==> src/rtl/fir_interp_mac.sv <==
// Image-rejection low-pass FIR behind the zero-stuffing upsampler: one shared
// multiply-accumulate stage stepping one tap per clock over a circular delay line.
module fir_interp_mac #(
  parameter int NTAPS = 8,
  parameter int CW    = 16,
  parameter int SHIFT = 15
) (
  input  logic                       clk,
  input  logic                       rst,
  input  logic signed [31:0]         d_in,
  input  logic                       in_valid,
  output logic                       in_ready,
  input  logic                       coef_we,
  input  logic [$clog2(NTAPS)-1:0]   coef_addr,
  input  logic signed [CW-1:0]       coef_data,
  output logic signed [31:0]         d_out,
  output logic                       out_valid
);

  localparam int AW   = $clog2(NTAPS);
  // One extra coefficient bit so the reset value 1<<SHIFT stays positive (true identity).
  localparam int HW   = CW + 1;
  localparam int PW   = 32 + HW;
  localparam int ACCW = PW + AW;

  typedef enum logic [1:0] {IDLE = 2'd0, MAC = 2'd1, DONE = 2'd2} state_t;

  state_t                 state_r;
  logic signed [31:0]     x_r [NTAPS];
  logic signed [HW-1:0]   h_r [NTAPS];
  logic [AW-1:0]          wr_ptr_r;
  logic [AW-1:0]          k_r;
  logic signed [ACCW-1:0] acc_r;
  logic [AW-1:0]          rd_idx_s;
  logic signed [PW-1:0]   prod_s;
  logic                   accept_s;

  function automatic logic signed [31:0] sat32(input logic signed [ACCW-1:0] a);
    logic signed [ACCW-1:0] s;
    s = a >>> SHIFT;
    if ((&s[ACCW-1:31]) || (~|s[ACCW-1:31])) begin
      sat32 = $signed(s[31:0]);
    end else if (s[ACCW-1]) begin
      sat32 = 32'sh8000_0000;
    end else begin
      sat32 = 32'sh7FFF_FFFF;
    end
  endfunction

  // Tap product for the current k; the pointer difference wraps because NTAPS is a power of 2.
  always_comb begin
    rd_idx_s = wr_ptr_r - k_r;
    prod_s   = h_r[k_r] * x_r[rd_idx_s];
    accept_s = in_valid && in_ready && (state_r == IDLE);
  end

  // Coefficient bank, writable only while idle.
  always_ff @(posedge clk or posedge rst) begin
    if (rst) begin
      for (int i = 0; i < NTAPS; i++) begin
        h_r[i] <= (i == 0) ? ({{(HW-1){1'b0}}, 1'b1} << SHIFT) : {HW{1'b0}};
      end
    end else if (coef_we && (state_r == IDLE)) begin
      h_r[coef_addr] <= {coef_data[CW-1], coef_data};
    end
  end

  // Circular sample delay line.
  always_ff @(posedge clk or posedge rst) begin
    if (rst) begin
      for (int i = 0; i < NTAPS; i++) begin
        x_r[i] <= 32'sd0;
      end
    end else if (accept_s) begin
      x_r[wr_ptr_r] <= d_in;
    end
  end

  // Sequencer: accept, NTAPS accumulate cycles, then saturate and publish.
  always_ff @(posedge clk or posedge rst) begin
    if (rst) begin
      state_r   <= IDLE;
      wr_ptr_r  <= {AW{1'b0}};
      k_r       <= {AW{1'b0}};
      acc_r     <= {ACCW{1'b0}};
      d_out     <= 32'sd0;
      out_valid <= 1'b0;
      in_ready  <= 1'b1;
    end else begin
      out_valid <= 1'b0;
      case (state_r)
        IDLE: begin
          if (accept_s) begin
            acc_r    <= {ACCW{1'b0}};
            k_r      <= {AW{1'b0}};
            in_ready <= 1'b0;
            state_r  <= MAC;
          end
        end
        MAC: begin
          acc_r <= acc_r + {{AW{prod_s[PW-1]}}, prod_s};
          k_r   <= k_r + {{(AW-1){1'b0}}, 1'b1};
          if (k_r == AW'(NTAPS - 1)) begin
            wr_ptr_r <= wr_ptr_r + {{(AW-1){1'b0}}, 1'b1};
            state_r  <= DONE;
          end
        end
        DONE: begin
          d_out     <= sat32(acc_r);
          out_valid <= 1'b1;
          in_ready  <= 1'b1;
          state_r   <= IDLE;
        end
        default: begin
          in_ready <= 1'b1;
          state_r  <= IDLE;
        end
      endcase
    end
  end

endmodule

==> config.mk <==
export PLATFORM = sky130hd
export DESIGN_NAME = fir_interp_mac
export DESIGN_NICKNAME = d
export VERILOG_FILES = /design/src/rtl/fir_interp_mac.sv
export SDC_FILE = /design/constraint.sdc
export NUM_CORES = 2
export LEC_CHECK = 0
export ABC_AREA = 0
export CORE_MARGIN = 1
export CORE_UTILIZATION = 58
export DETAILED_ROUTE_END_ITERATION = 10
export MAX_ROUTING_LAYER = met4
export PLACE_DENSITY = 0.75
export RECOVER_POWER = 50
export SKIP_LAST_GASP = 1
export SLEW_MARGIN = 10
export SYNTH_ARGS = -nofsm -noshare
export SYNTH_HDL_FRONTEND = slang
export SYNTH_SLANG_ARGS = --single-unit
==> constraint.sdc <==
create_clock -name clk -period 17.5 [get_ports clk]
set_input_delay 3.5 -clock clk [delete_from_list [all_inputs] [get_ports clk]]
set_output_delay 3.5 -clock clk [all_outputs]
set_load 0.005 [all_outputs]
Yosys cells after proc, flatten, opt, wreduce, memory -nomap -nowiden
Cells that the tools add are included.
W data, S select, Z words.
{"block": "totals", "word_cells": 83, "mem_count": 0, "output_inout_bits": 34, "latchBits": 0, "mem_bits_ro": 0, "register_bits": 486, "ram_bits": 0}
{"block": "op_classes", "order_cmp": 6, "n_bitwise": 5, "div": 0, "n_eq_ne": 5, "add_sub_neg": 4, "multipliers": 1, "shift": 0, "n_mux": 24, "n_reduce_logical": 15}
{"op": "$bwmux W256", "count": 1}
{"op": "$mux W32", "count": 5}
{"op": "$bwmux W136", "count": 1}
{"op": "$pmux W52 S2", "count": 1}
{"op": "$bmux W32 S3", "count": 1}
{"op": "$demux W32 S3", "count": 1}
{"op": "$add A52 B52 Y52", "count": 1}
{"op": "$mux W52", "count": 1}
{"op": "$bmux W17 S3", "count": 1}
{"op": "$demux W17 S3", "count": 1}
{"op": "$mux W17", "count": 3}
{"op": "$mul A17 B32 Y49", "count": 1}
{"op": "$ge A4 B4 Y1 const B", "count": 4}
{"op": "$not A3 Y4", "count": 4}
{"op": "$lt A4 B1 Y1 const B", "count": 2}
{"op": "$reduce_and A2 Y1", "count": 4}
{"op": "$add A3 B1 Y3 const B", "count": 2}
{"op": "$pmux W3 S2", "count": 1}
{"op": "$reduce_and A6 Y1", "count": 1}
{"op": "$reduce_or A6 Y1", "count": 1}
{"op": "$logic_and A1 B1 Y1", "count": 5}
{"op": "$mux W2", "count": 2}
{"op": "$ne A2 B2 Y1 const B", "count": 2}
{"op": "$pmux W2 S2", "count": 1}
{"op": "12 further kinds", "count": 13}

Logic depth before layout (Yosys ltp)
{"block": "logic_depth", "word_depth": 8, "mapped_depth": 48, "ltp_nobuf": 45}

Least setup slack after synthesis
Ideal clock, no wire load.
{"block": "synth_timing", "kind": "reg-to-reg", "startpoint": "reg k_r[1]", "endpoint": "reg acc_r[42]", "stages_incl_launch_ff": 44, "slack_ns": 6.286, "arrival_ns": 11.085, "setup_ns": 0.129, "n_path_buf": 4, "path_cell_list": "dfrtp_1 -> clkbuf_1 -> clkbuf_1 -> inv_1 -> fa_1 -> xor2_1 -> xnor2_1 -> clkbuf_1 -> buf_2 -> mux4_2 -> mux2i_1 -> nor2_1 -> fa_1 -> inv_1 -> fa_1 -> fa_1 -> inv_1 -> fa_1 -> [8 not listed] -> a21o_1 -> a21o_1 -> a21oi_1 -> o21ai_0 -> a21oi_1 -> o21bai_1 -> xor2_1 -> ha_1 -> and3_1 -> a221o_1 -> a21oi_4 -> o31ai_4 -> o22a_4 -> a31o_4 -> a311o_1 -> a31oi_1 -> xor2_1 -> o21ai_1"}
{"block": "synth_via", "elab_chain_len": 8, "elab_cells_between_ends": 12, "cone_classes": "2 x add/sub; 1 x mul; 7 x mux; 2 x bitwise"}
{"item": "start: declaration", "line": "32", "rtl": "logic [AW-1:0] k_r;"}
{"item": "start signal: assignment", "line": "84", "rtl": "k_r <= {AW{1'b0}};"}
{"item": "start signal: assignment", "line": "95", "rtl": "k_r <= {AW{1'b0}};"}
{"item": "start signal: assignment", "line": "102", "rtl": "k_r <= k_r + {{(AW-1){1'b0}}, 1'b1};"}
{"item": "$sub A3 B3 Y3", "line": "52", "rtl": "rd_idx_s = wr_ptr_r - k_r;"}
{"item": "$not A3 Y4 (not written as such)", "line": "53", "rtl": "prod_s = h_r[k_r] * x_r[rd_idx_s];"}
{"item": "$bmux W32 S3", "line": "53"}
{"item": "$mux W32 (not written as such) (2 in a row)", "line": "53"}
{"item": "$mul A17 B32 Y49 *", "line": "53"}
{"item": "$add A52 B52 Y52 *", "line": "101", "rtl": "acc_r <= acc_r + {{AW{prod_s[PW-1]}}, prod_s};"}
{"item": "$pmux W52 S2 *", "line": "91", "rtl": "case (state_r)"}
{"item": "end signal: assignment", "line": "85", "rtl": "acc_r <= {ACCW{1'b0}};"}
{"item": "end signal: assignment", "line": "94", "rtl": "acc_r <= {ACCW{1'b0}};"}
{"item": "end signal: assignment", "line": "101"}
{"item": "end: declaration", "line": "33", "rtl": "logic signed [ACCW-1:0] acc_r;"}
Mark *: on every way between the ends. The rest lies on a longest branch, timed or not. The select of a mux whose other input is x is not followed.
A chain may end at the register's enable or synchronous reset.

Worst setup path in the final report
{"block": "layout_timing", "startpoint": "reg k_r[0]", "endpoint": "reg acc_r[51]"}
The elaborated chain is that of the path after synthesis.

==> metrics.csv <==
stage;metric;value;unit
sta;setup_violations;0;
logic_synthesis;synth_area_leaders;dfrtp_1 (29%), fa_1 (25%), mux2_2 (12%);
min_path;min_to;acc_r[9]$_DFFE_PP0P_;
power_and_ir_drop;switching_power;0.926;mW
global_route;grt_max_degree;116;
final_layout;syn2layout_area_growth;8.35;%
min_path;hold_depth;2;
place;place_congestion;0.973;
logic_synthesis;synth_nets;4587;
floorplan;io_pins;89;
global_route;grt_pass1_wl;165000;um
min_path;hold_path_startpoint;acc_r[9]$_DFFE_PP0P_;
outcome;run_status;finished with violations;
cts;cts_tree;built;
logic_synthesis;synth_most_common_cell;inv_1;
power_and_ir_drop;power_density;66.3;mW/mm^2
cts;cts_resized;0;
logic_synthesis;synth_area_per_cell;10.9;um^2
setup_path;worstSetupPathType;flip-flop to flip-flop;
power_and_ir_drop;finalPower;3.00;mW
setup_path;worst_ep_arrival_time;13060;ps
floorplan;fp.dieH;270;um
global_route;grt_pass1_vias;30100;
setup_path;r2r-end;acc_r[51]$_DFFE_PP0P_;
setup_path;cp-start-kind;flip-flop;
logic_synthesis;synth_edf_count;0;
power_and_ir_drop;ir_worst_vdd;0.0854;mV
detailed_routing;met3_length;8630;um
power_and_ir_drop;p_sw_share;30.8;%
setup_path;critPathCaptureType;flip-flop;
cts;clk_latency;620;ps
logic_synthesis;synth.top_cells.by_count;inv_1 (600), fa_1 (523), dfrtp_1 (477);
outcome;violations;max-capacitance violations, max-slew violations;
global_route;antenna_found_initial;4;
setup_path;crit_path_frequent_cell;fa_1;
sta;slew_headroom;-237;%
setup_path;cp_max_fo;38;
sta;grt_setup_unrepaired;false;
min_path;min_path_type;flip-flop to flip-flop;
detailed_routing;first_iter_violations;2224;
logic_synthesis;synth-async-reset-ratio;100;%
final_layout;post-route-cell-area;0.0453;mm^2
power_and_ir_drop;p_int;2.08;mW
final_layout;utilization;63.4;%
job;cap_violations;9;
power_and_ir_drop;p_comb_share;24.5;%
cts;cts.hold.buffers_added;0;
floorplan;num_rows;98;
cts;post_cts_buffers;0;
cts;htreeDepth;2;
logic_synthesis;synth_flop_cell;dfrtp_1;
sta;period_share;71.9;%
sta;min_period;12580;ps
detailed_routing;viasPerCell;5.85;
logic_synthesis;ys_seq_area_share;28.7;%
setup_path;cpPeakStageDelay;2070;ps
place;dp_hpwl;72300;um
power_and_ir_drop;seqPwrFrac;40.2;%
setup_path;r2r_cells;37;
place;port_buffers;88;
logic_synthesis;synth_warnings;0;
power_and_ir_drop;p_leak;22.7;nW
setup_path;crit_start;k_r[0]$_DFFE_PP0P_;
detailed_routing;wl_met1;42800;um
cts;cts_buffer_depth;3;
logic_synthesis;synth_seq_cells;479;
logic_synthesis;synth_top_cell_by_area;dfrtp_1;
sta;holdWs;495;ps
sta;clock_skew;39.2;ps
detailed_routing;wl_per_cell;20.7;um
cts;cts_made_buffers;50;
sta;max_freq;79.5;MHz
sta;finalSetupTns;0;ps
detailed_routing;wirelength;101000;um
floorplan;start_util;58.6;%
logic_synthesis;synth_top_area_share;28.6;%
detailed_routing;drtAntennaViolNets;0;
detailed_routing;drtPass1Iterations;6;
cts;root_buffer;clkbuf_16;
logic_synthesis;syn_area;0.0418;mm^2
global_route;grt_overflow_total;0;
setup_path;rrSetupSlack;4920;ps
floorplan;die-area;0.0731;mm^2
floorplan;die_x;270;um
sta;hold_viol;0;
final_layout;drive_above_1_share;17.7;%
power_and_ir_drop;clock_power_share;35.3;%
detailed_routing;top_layer;met4;
setup_path;reg2reg_from;k_r[0]$_DFFE_PP0P_;
sta;finalMaxSlewViolations;480;
final_layout;fin_nets;4611;
setup_path;required;17980;ps
sta;worstMarginPinSlew;5020;ps
detailed_routing;post-route-drc-count;0;
cts;clk_pin_slew;60;ps
logic_synthesis;synth.distinct_cells;79;
logic_synthesis;netlist_instances;3837;
detailed_routing;wl_met2;46400;um
cts;cts.sinks;479;
floorplan;coreArea;0.0714;mm^2
place;placed_cell_area;0.0437;mm^2
detailed_routing;vias;28400;
setup_path;cp_slowest_cell;clkbuf_1;
global_route;grt_usage;29.5;%
## per-stage QoR
step	std cells	setup WS, ps
after floorplan	3837	639
after CTS	4846	5740
final	4850	4920
after global placement	4759	6090
after detailed placement	4759	5820
after global routing	4850	3990
## cell families after synthesis
logic type / count (synthesis) / share of synthesized area [%]
AND/OR/NAND/NOR: 825 / 8.13
XOR/XNOR: 104 / 2.18
AO/OA/AOI/OAI: 412 / 6.34
adder cells (fa/ha/maj): 695 / 30.2
buffers and inverters: 761 / 6.88
multiplexers: 561 / 17.6
flip-flops: 479 / 28.7
## flip-flops by register name (all words and copies together) (netlist names)
signal,cells
d_out,32
state_r,2
acc_r,52
h_r,129
in_ready,1
out_valid,1
x_r,256
wr_ptr_r,3
k_r,3
## worst max-delay path, delay by kind of cell (launching register included)
kind                     cells  cell delay [ps]
AO/OA/AOI/OAI               14             2990
XOR/XNOR                     2              360
adder cells (fa/ha/maj)      8             3540
buffers and inverters        6             3160
flip-flops                   1              380
multiplexers                 1              710
AND/OR/NAND/NOR              6             1260
## worst max-delay path by stage
| stage | to | slack, ps | depth (start not counted) |
|---|---|---|---|
| global route | acc_r[51]$_DFFE_PP0P_ | 3990 | 37 |
| CTS | acc_r[48]$_DFFE_PP0P_ | 5740 | 42 |
| floorplan | acc_r[0]$_DFFE_PP0P_ | 640 | 1 |
| global placement | acc_r[48]$_DFFE_PP0P_ | 6090 | 42 |
| detailed placement | acc_r[51]$_DFFE_PP0P_ | 5820 | 44 |
| finish | acc_r[51]$_DFFE_PP0P_ | 4920 | 37 |
## metal layers
metal	track usage (%)	vias to the layer above
met5	-	-
met4	7.72	0
met3	5.66	190
met2	45.1	1182
met1	40.7	14500
li1	-	12500
## power groups by stage
| stage | clock network [mW] | registers, mW | logic, mW |
|---|---|---|---|
| floorplan | 0 | 1.21 | 0.520 |
| global placement | 0 | 1.22 | 0.707 |
| detailed placement | 0 | 1.22 | 0.718 |
| CTS | 1.08 | 1.21 | 0.722 |
| global route | 1.12 | 1.21 | 0.803 |
| finish | 1.06 | 1.21 | 0.735 |
## cell type report
type | count | area [um^2]
Timing Repair Buffer | 132 | 1180
Clock inverter | 14 | 198
Sequential cell | 479 | 12000
Antenna cell | 4 | 10.0
Fill cell | 5619 | 26100
Tap cell | 950 | 1190
Multi-Input combinational cell | 2597 | 27000
Clock buffer | 73 | 1430
Inverter | 601 | 2260
## cells in the final DEF (no fill, tap or decap), types with 9 or more instances in the layout
master           instances
a21o_1                  57
a21oi_1                147
a31oi_1                  9
and3_1                  15
buf_4                   36
clkbuf_1                22
clkbuf_16               50
clkbuf_8                 9
clkdlybuf4s50_1         52
dfrtp_1                476
dlygate4sd3_1           36
fa_1                   522
ha_1                   171
inv_1                  599
mux2_2                 427
mux2i_1                 30
mux4_2                  95
nand2_1                375
nand2b_1                24
nand3_1                 20
nand4_1                 15
nor2_1                 324
nor2b_1                 14
o21ai_0                 98
o21ai_1                  9
o21bai_1                15
xnor2_1                 66
xor2_1                  37
No activity file was read; power rests on OpenSTA's default activity.
